**config.mk**
```make
export PLATFORM = sky130hd
export DESIGN_NAME = eth_rx_decap_flat
export DESIGN_NICKNAME = d
export VERILOG_FILES = /design/src/rtl/eth_rx_decap_if.sv /design/src/rtl/eth_rx_decap.sv /design/src/flat_wrapper.sv
export SDC_FILE = /design/constraint.sdc
export NUM_CORES = 1
export LEC_CHECK = 0
export CAP_MARGIN = 20
export CORE_ASPECT_RATIO = 0.9
export CORE_UTILIZATION = 49
export DETAILED_ROUTE_END_ITERATION = 16
export PLACE_DENSITY = 0.82
export SYNTH_ARGS = -nofsm -noshare
export SYNTH_HDL_FRONTEND = slang
export SYNTH_SLANG_ARGS = --single-unit
```
**constraint.sdc**
```tcl
create_clock -name clk156 -period 5.7 [get_ports clk156]
set_clock_uncertainty 0.05 [all_clocks]
set_input_delay 0.57 -clock clk156 [delete_from_list [all_inputs] [get_ports clk156]]
set_output_delay 0.57 -clock clk156 [all_outputs]
set_load 0.02 [all_outputs]
```
**src/rtl/eth_rx_decap_if.sv**
```systemverilog
// Interface between the MAC RX stream, the decapsulator and the CDC FIFO
// write port. The slave side is the decapsulator; the master side feeds the
// RX beats and the FIFO prog_full flag and observes the FIFO writes.
interface eth_rx_decap_if;
  logic        s_axis_tvalid;
  logic [63:0] s_axis_tdata;
  logic [7:0]  s_axis_tkeep;
  logic        s_axis_tlast;
  logic        s_axis_tuser;
  logic        wr_en;
  logic [73:0] din;
  logic        full;

  modport slave (
    input  s_axis_tvalid, s_axis_tdata, s_axis_tkeep, s_axis_tlast, s_axis_tuser, full,
    output wr_en, din
  );

  modport master (
    output s_axis_tvalid, s_axis_tdata, s_axis_tkeep, s_axis_tlast, s_axis_tuser, full,
    input  wr_en, din
  );
endinterface

```
**src/rtl/eth_rx_decap.sv**
```systemverilog
// Receive-side decapsulator: filters frames by destination MAC and EtherType,
// strips the 16-byte header and writes payload beats into the CDC FIFO tagged
// {err, eof, keep, data}. The MAC cannot be stalled, so a FIFO that fills up
// mid-frame truncates the frame and a terminator word closes it later.
//
//  state   | meaning
//  --------+-------------------------------------------------------------
//  HDR0    | expecting beat 0: dst MAC + first two src bytes
//  HDR1    | expecting beat 1: rest of src, EtherType, sequence number
//  PAYLOAD | accepted frame, payload beats go to the FIFO
//  DISCARD | rest of the current frame is dropped
module eth_rx_decap #(
  parameter logic [47:0] MAC_ADDR     = 48'h00_0A_35_00_00_01,
  parameter logic [15:0] ETHERTYPE    = 16'h88B5,
  parameter bit          ACCEPT_BCAST = 1'b1,
  parameter int          CNT_WIDTH    = 32
) (
  input  logic                 clk156,
  input  logic                 sys_rst,
  eth_rx_decap_if.slave        bus,
  output logic [CNT_WIDTH-1:0] cnt_good,
  output logic [CNT_WIDTH-1:0] cnt_drop,
  output logic [CNT_WIDTH-1:0] cnt_fcs,
  output logic [CNT_WIDTH-1:0] cnt_seq_gap,
  output logic [15:0]          last_seq
);

  typedef enum logic [1:0] {HDR0, HDR1, PAYLOAD, DISCARD} state_t;

  localparam logic [CNT_WIDTH-1:0] CNT_ONE   = {{(CNT_WIDTH-1){1'b0}}, 1'b1};
  localparam logic [73:0]          TERM_WORD = {1'b1, 1'b1, 8'h00, 64'h0};

  state_t      state;
  logic        seq_valid;
  logic        term_pending;

  logic [47:0] rx_dst;
  logic [15:0] rx_type;
  logic [15:0] rx_seq;
  logic        dst_ok;
  logic        payload_wr;

  // Header fields are carried MSB-first in byte order, so reassemble them
  // from the little-endian lane layout of the stream.
  always_comb begin
    rx_dst     = {bus.s_axis_tdata[7:0],   bus.s_axis_tdata[15:8],
                  bus.s_axis_tdata[23:16], bus.s_axis_tdata[31:24],
                  bus.s_axis_tdata[39:32], bus.s_axis_tdata[47:40]};
    rx_type    = {bus.s_axis_tdata[39:32], bus.s_axis_tdata[47:40]};
    rx_seq     = {bus.s_axis_tdata[55:48], bus.s_axis_tdata[63:56]};
    dst_ok     = (rx_dst == MAC_ADDR) || (ACCEPT_BCAST && (rx_dst == 48'hFFFF_FFFF_FFFF));
    payload_wr = bus.s_axis_tvalid && (state == PAYLOAD) && !bus.full;
  end

  // Frame parser, FIFO write register, statistics and overflow terminator.
  always_ff @(posedge clk156) begin
    if (sys_rst) begin
      state        <= HDR0;
      seq_valid    <= 1'b0;
      term_pending <= 1'b0;
      bus.wr_en    <= 1'b0;
      bus.din      <= '0;
      cnt_good     <= '0;
      cnt_drop     <= '0;
      cnt_fcs      <= '0;
      cnt_seq_gap  <= '0;
      last_seq     <= '0;
    end else begin
      bus.wr_en <= 1'b0;

      if (bus.s_axis_tvalid) begin
        case (state)
          HDR0: begin
            // A one-beat frame ends here; anything else that fails the
            // filter (or arrives while a terminator is owed) is swallowed.
            if (bus.s_axis_tlast) begin
              cnt_drop <= cnt_drop + CNT_ONE;
            end else if (!dst_ok || term_pending) begin
              cnt_drop <= cnt_drop + CNT_ONE;
              state    <= DISCARD;
            end else begin
              state <= HDR1;
            end
          end

          HDR1: begin
            if (rx_type != ETHERTYPE) begin
              cnt_drop <= cnt_drop + CNT_ONE;
              state    <= bus.s_axis_tlast ? HDR0 : DISCARD;
            end else if (bus.s_axis_tlast) begin
              cnt_drop <= cnt_drop + CNT_ONE;
              state    <= HDR0;
            end else begin
              if (seq_valid && (rx_seq != last_seq + 16'd1))
                cnt_seq_gap <= cnt_seq_gap + CNT_ONE;
              last_seq  <= rx_seq;
              seq_valid <= 1'b1;
              state     <= PAYLOAD;
            end
          end

          PAYLOAD: begin
            if (bus.full) begin
              term_pending <= 1'b1;
              cnt_drop     <= cnt_drop + CNT_ONE;
              state        <= bus.s_axis_tlast ? HDR0 : DISCARD;
            end else begin
              bus.wr_en <= 1'b1;
              bus.din   <= {bus.s_axis_tlast & ~bus.s_axis_tuser,
                            bus.s_axis_tlast,
                            bus.s_axis_tlast ? bus.s_axis_tkeep : 8'hFF,
                            bus.s_axis_tdata};
              if (bus.s_axis_tlast) begin
                if (bus.s_axis_tuser) cnt_good <= cnt_good + CNT_ONE;
                else                  cnt_fcs  <= cnt_fcs + CNT_ONE;
                state <= HDR0;
              end
            end
          end

          DISCARD: begin
            if (bus.s_axis_tlast) state <= HDR0;
          end

          default: state <= HDR0;
        endcase
      end

      // Close a truncated frame as soon as the FIFO has room again so the
      // PCIe side sees an errored end-of-frame instead of a dangling one.
      if (term_pending && !bus.full && !payload_wr) begin
        bus.wr_en    <= 1'b1;
        bus.din      <= TERM_WORD;
        term_pending <= 1'b0;
      end
    end
  end

endmodule

```
**src/flat_wrapper.sv**
```systemverilog
// flat-port wrapper written by rule: the top's interface ports become plain ports
module eth_rx_decap_flat 
#(
  parameter logic [47:0] MAC_ADDR     = 48'h00_0A_35_00_00_01,
  parameter logic [15:0] ETHERTYPE    = 16'h88B5,
  parameter bit          ACCEPT_BCAST = 1'b1,
  parameter int          CNT_WIDTH    = 32
)
  (clk156, sys_rst, cnt_good, cnt_drop, cnt_fcs, cnt_seq_gap, last_seq, bus_s_axis_tvalid, bus_s_axis_tdata, bus_s_axis_tkeep, bus_s_axis_tlast, bus_s_axis_tuser, bus_full, bus_wr_en, bus_din);
  eth_rx_decap_if bus_i ();
  input  logic clk156;
  input  logic sys_rst;
  output logic [CNT_WIDTH-1:0] cnt_good;
  output logic [CNT_WIDTH-1:0] cnt_drop;
  output logic [CNT_WIDTH-1:0] cnt_fcs;
  output logic [CNT_WIDTH-1:0] cnt_seq_gap;
  output logic [15:0] last_seq;
  input wire logic [$bits(bus_i.s_axis_tvalid)-1:0] bus_s_axis_tvalid;
  input wire logic [$bits(bus_i.s_axis_tdata)-1:0] bus_s_axis_tdata;
  input wire logic [$bits(bus_i.s_axis_tkeep)-1:0] bus_s_axis_tkeep;
  input wire logic [$bits(bus_i.s_axis_tlast)-1:0] bus_s_axis_tlast;
  input wire logic [$bits(bus_i.s_axis_tuser)-1:0] bus_s_axis_tuser;
  input wire logic [$bits(bus_i.full)-1:0] bus_full;
  output wire logic [$bits(bus_i.wr_en)-1:0] bus_wr_en;
  output wire logic [$bits(bus_i.din)-1:0] bus_din;
  assign bus_i.s_axis_tvalid = bus_s_axis_tvalid;
  assign bus_i.s_axis_tdata = bus_s_axis_tdata;
  assign bus_i.s_axis_tkeep = bus_s_axis_tkeep;
  assign bus_i.s_axis_tlast = bus_s_axis_tlast;
  assign bus_i.s_axis_tuser = bus_s_axis_tuser;
  assign bus_i.full = bus_full;
  assign bus_wr_en = bus_i.wr_en;
  assign bus_din = bus_i.din;
  eth_rx_decap #(.MAC_ADDR(MAC_ADDR), .ETHERTYPE(ETHERTYPE), .ACCEPT_BCAST(ACCEPT_BCAST), .CNT_WIDTH(CNT_WIDTH)) u_core (.clk156(clk156), .sys_rst(sys_rst), .bus(bus_i), .cnt_good(cnt_good), .cnt_drop(cnt_drop), .cnt_fcs(cnt_fcs), .cnt_seq_gap(cnt_seq_gap), .last_seq(last_seq));
endmodule
```
== After elaboration in Yosys (flattened, before gate mapping) ==
Index checks and enable logic that the tools add are counted.

* Order comparisons: 0
* Add/sub/neg operators: 5
* Multiplexer cells: 23
* Divide/modulo/power cells: 0
* Shift-type cells: 0
* Equal/unequal tests: 12
* $mul: 0
* Reduce and logical (&&, ||, !) cells: 24
* Bitwise operators: 5

{| class="wikitable"
|+ Operators with widths
! cell !! number
|-
| 2-to-1 mux 74 bit || 4
|-
| 2-to-1 mux 32 bit || 5
|-
| adder 32 x 1 -> 32 bit (second input constant) || 4
|-
| one-hot mux 32 bit (3 select lines) || 1
|-
| == test 48 x 36 -> 1 bit (second input constant) || 1
|-
| == test 48 bit (second input constant) || 1
|-
| AND reduction 5 bit || 4
|-
| adder 16 x 1 -> 16 bit (second input constant) || 1
|-
| != test 16 bit || 1
|-
| != test 16 bit (second input constant) || 1
|-
| 2-to-1 mux 2 bit || 7
|-
| AND reduction 3 bit || 3
|-
| 2-to-1 mux 8 bit || 1
|-
| one-hot mux 2 bit (4 select lines) || 1
|-
| != test 3 x 2 -> 1 bit (second input constant) || 2
|-
| logical AND 1 bit || 5
|-
| == test 2 bit (second input constant) || 2
|-
| 2-to-1 mux 1 bit || 4
|-
| != test 2 bit (second input constant) || 2
|-
| NOT 1 bit || 4
|-
| AND reduction 4 bit || 1
|-
| nonzero test 2 bit || 2
|-
| zero test 1 bit || 3
|-
| nonzero test 3 bit || 1
|-
| 7 further kinds || 8
|}

* ROM bits: 0
* Bits of input ports: 78
* Word-level logic and storage cells: 80
* Memories: 0
* Flip-flop bits (word level): 223
* Bits in latches: 0
* Output and inout bits: 219
* Bits in writable memories: 0

== Logic depth before layout (Yosys ltp) ==
* Depth in word-level cells: 7
* Gate-level depth with buffers: 11
* Gate-level depth less buffers: 9

== Least setup slack after synthesis ==
Ideal clock, no wire load.

* Kind: flip-flop to flip-flop
* Start point: register u_core.cnt_seq_gap[4]
* End point: register u_core.cnt_seq_gap[31]
* Data arrival time: 2989 ps
* Clock period less this slack: 3109 ps
* Stages on the path, launching flop included: 8
* Buffers on the path: 0
* Slack: 2591 ps
* Library setup time: 70 ps
* Required time: 5580 ps
* Cells stage by stage: dfxtp_1 and4_4 nand4_4 or4_4 or3_4 or4_4 or4_1 a21oi_1

* Word-level cells in the longest chain between the ends: 1

{| class="wikitable"
|+ Ends and longest elaborated chain
! what !! line !! text
|-
| start: declaration || eth_rx_decap.sv:24 || <nowiki>output logic [CNT_WIDTH-1:0] cnt_seq_gap,</nowiki>
|-
| start signal: assignment || eth_rx_decap.sv:95 || <nowiki>cnt_seq_gap <= cnt_seq_gap + CNT_ONE;</nowiki>
|-
| adder 32 x 1 -> 32 bit || eth_rx_decap.sv:95 ||
|}

Every way passes these cells.
A chain may end at the register's enable or synchronous reset.

== Final worst setup path ==
* Start point: input port bus_s_axis_tdata[39]
* End point: register u_core.cnt_seq_gap[29]

* Word-level cells in the longest chain between the ends: 3

{| class="wikitable"
|+ Ends and longest elaborated chain
! what !! line !! text
|-
| start: declaration || flat_wrapper.sv:19 || <nowiki>input wire logic [$bits(bus_i.s_axis_tdata)-1:0] bus_s_axis_tdata;</nowiki>
|-
| != test 16 bit || eth_rx_decap.sv:87 || <nowiki>if (rx_type != ETHERTYPE) begin</nowiki>
|-
| NOT 1 bit (no source line) || -- ||
|-
| AND reduction 5 bit (no source line) || -- ||
|}

Every way passes these cells.

==> summary.txt <==
Routing
  – Routed wire per std cell: between 15 and 20 um
  – Routed vias: 10200
  – Drt first pass iters: 5
  – DRC Markers: 0
  – Total routed wirelength: 29900 um
  – Iter 0 DRT Violations: between 500 and 600
  – Vias/cell: between 5 and 6
  – Final ANT Viol Nets: 0

Layout
  – Area occupied by multi-input gates: about 5400 sq um
  – Share of cells above drive strength 1: 0.0518
  – Register Area: 4460 sq um
  – Synth-to-Final Area Change: 38.8%
  – Nets@finish: roughly 1600
  – Fillers: ~1600
  – Ant diodes: 0

Place
  – Detailed Place HPWL: around 21000 um
  – Buffers on Ports: 296
  – GP Congestion: 0.944

Global route
  – Antenna violations before repair: 1
  – Largest net degree at the start of global routing: 84
  – Overflow after GRT: 0
  – First-pass GRT wire length: 48100 um
  – GRT Overall Usage: 0.273
  – Vias in the first global route: roughly 9400

Clock tree
  – CTS tree: done
  – Clk sinks: 223
  – Setup bufs post-CTS: 0
  – Clk slew on worst S/H paths: ~60 ps
  – Deepest clock path buffer count: 3
  – Root buffer cell: clkbuf_16
  – Number of H-tree levels: 1
  – Hold-fix buffers, CTS: 0
  – Clock Latency Late Sink: 510 ps
  – CTS buffer count: 24
  – # resized after CTS: 0

STA
  – Hold_ws: between 400 and 500 ps
  – Setup Total Neg Slack: 0 ps
  – Final Hold Fails: 0
  – Slew headroom: 0.277
  – Unrepaired setup endpoints after global routing: no
  – Fin. max-slew vios: 0
  – Fmax: roughly 290 MHz
  – Worst Tran Pin Value: around 1100 ps
  – Final worst-path cycle share: 0.614
  – Tmin final: about 3500 ps
  – Final-report setup violation count: 0

Worst setup path
  – CP Class: in2reg
  – Crit path launch type: primary input
  – Crit path capture type: flip-flop
  – FF-to-FF End: u_core.cnt_seq_gap[23]
  – Worst EP arrival: slightly below 4000 ps
  – Critical path startpoint: bus_s_axis_tdata[39]
  – Slowest library cell on the worst path: or4_1
  – Worst Reg-to-Reg Cells: 8
  – R2r startpoint: u_core.last_seq[4]
  – Crit-path max cell delay: around 900 ps
  – Instance count on the critical path: 8
  – Crit path max-delay family: simple AND/OR/NAND/NOR gates
  – CP bufs+invs: 1
  – Critical path data required time: a little over 6000 ps
  – Reg2reg setup slack: 2370 ps
  – Crit-path cells: clkdlybuf4s50_1 -> nand4_1 -> or2_2 -> or4_1 -> nor2_1 -> o41ai_2 -> or4_2 -> a21oi_1
  – Critical Path End: u_core.cnt_seq_gap[29]
  – CP Max Fanout: 21

Yosys
  – Unique masters post-synth: 56
  – Yosys top cell area share: 0.439
  – Most common cell in the netlist: dfxtp_1
  – Syn avg cell area: between 8 and 9 sq um
  – Synth area leader: dfxtp_1
  – Post-synth EDFFs: 0
  – Cell area after synthesis: around 10000 sq um
  – Leading post-synthesis cells by cell area: dfxtp_1 44%, nand2_1 8.2%, a21oi_1 6.5%
  – Register area share after synthesis: 0.439
  – Net count after synthesis: 1355
  – Synth top cells by count: 223 x dfxtp_1, 222 x nand2_1, 133 x a21oi_1
  – Yosys warns: 0
  – Synth async-reset ratio: 0
  – #FFs+latches synth: ~220
  – Synth Instances: ~1300
  – Main flop type after synthesis: dfxtp_1

Die
  – Initial Util: 0.504
  – Die area: roughly 21000 sq um
  – Die Width: about 150 um
  – Core region area: between 20000 and 25000 sq um
  – FP Rows: 49
  – Die H: approximately 140 um
  – Io pins: 297

Power
  – Leakage: roughly 4.6 nW
  – Peak supply drop: roughly 0.00025 V
  – P per Cell Area: roughly 250 nW/um^2

Run
  – Max-cap violations: 0

Outcome
  – Outcome: complete, no violations

Worst hold path
  – Hold Path Cell Cnt: 2
  – Hold Path Class: reg2reg
[worst min-delay path, delay by kind of cell (launching register included)]
kind             cells  cell delay, ps
flip-flops           1             310
AND/OR/NAND/NOR      1              50
AO/OA/AOI/OAI        1              50
[kinds of logic (layout without fill, tap and decap cells)]
logic type | after synthesis | after routing | synth area share
AND/OR/NAND/NOR | 635 | 635 | 0.308
flip-flops | 223 | 223 | 0.439
XOR/XNOR | 88 | 88 | 0.0758
multiplexers | 10 | 10 | 0.0106
AO/OA/AOI/OAI | 209 | 209 | 0.118
adder cells (fa/ha/maj) | 10 | 10 | 0.0123
buffers and inverters | 92 | 370 | 0.0359
[worst min path at each step]
stage | startpoint | endpoint | slack, ps
after global placement | u_core.bus.din[62] | u_core.bus.din[62] | 390
after floorplan | u_core.state[1] | u_core.state[1] | 420
after detailed placement | u_core.bus.din[12] | u_core.bus.din[12] | 400
final | u_core.bus.din[62] | u_core.bus.din[62] | 400
after CTS | u_core.bus.din[62] | u_core.bus.din[62] | 400
after global routing | u_core.bus.din[46] | u_core.bus.din[46] | 420
[layer usage]
layer  global-route usage  part of all wire  vias up
met4                0.116             0.044        2
li1                     -                 -     4979
met1                0.359              0.44     4738
met3               0.0544             0.070       85
met5                    0           0.00044        -
met2                0.436              0.45      374
[registers in the layout, summed over array words and instances (netlist names)]
name,flops
u_core.bus.din,74
u_core.state,2
u_core.cnt_fcs,32
u_core.cnt_drop,32
u_core.bus.wr_en,1
u_core.seq_valid,1
u_core.last_seq,16
u_core.cnt_good,32
u_core.cnt_seq_gap,32
u_core.term_pending,1
[stage by stage]
step	worst slack, ps	utilization	instances	area [sq um]	power, W
floorplan	2590	-	1267	10200	0.00173
finish	2200	0.699	1800	14100	0.00346
CTS	2240	0.699	1800	14100	0.00348
detailed placement	1690	0.658	1760	13300	0.00185
global route	2000	0.699	1800	14100	0.00358
global placement	1780	0.658	1760	13300	0.00185
[final cells by class]
class,count,area share
timing repair buffer,305,0.215
clock inverter,8,0.00993
tap,255,0.0226
clock buffer,32,0.0490
sequential,223,0.316
multi-input combinational,952,0.381
inverter,25,0.00665
[power breakdown]
part	switching (W)	leakage [nW]	internal [W]
logic	0.000134	2.41	0.000103
registers	0.0000113	1.80	0.00157
clock network	0.000615	0.413	0.00102
total	0.000761	4.62	0.00270
[cell usage in the layout, fill, tap and decap left out, drive strengths merged, types with 3 or more instances in the layout]
cell,instances
nor3,40
o41ai,8
or3,22
mux2i,4
nor2,121
or4b,4
nand3,53
inv,25
or2,6
dfxtp,223
bufinv,4
nand2,222
nand4,48
clkdlybuf4s50,295
a21o,4
buf,10
nand2b,4
a211oi,3
nor4,29
mux2,6
xnor2,41
o31ai,21
clkbuf,32
and4,11
and2,11
clkinv,4
o21ai,29
ha,10
and3,19
nor3b,3
nor2b,9
nand4b,3
a21oi,133
xor2,47
or4,26
Note: power is estimated with default switching activity, not from simulation.
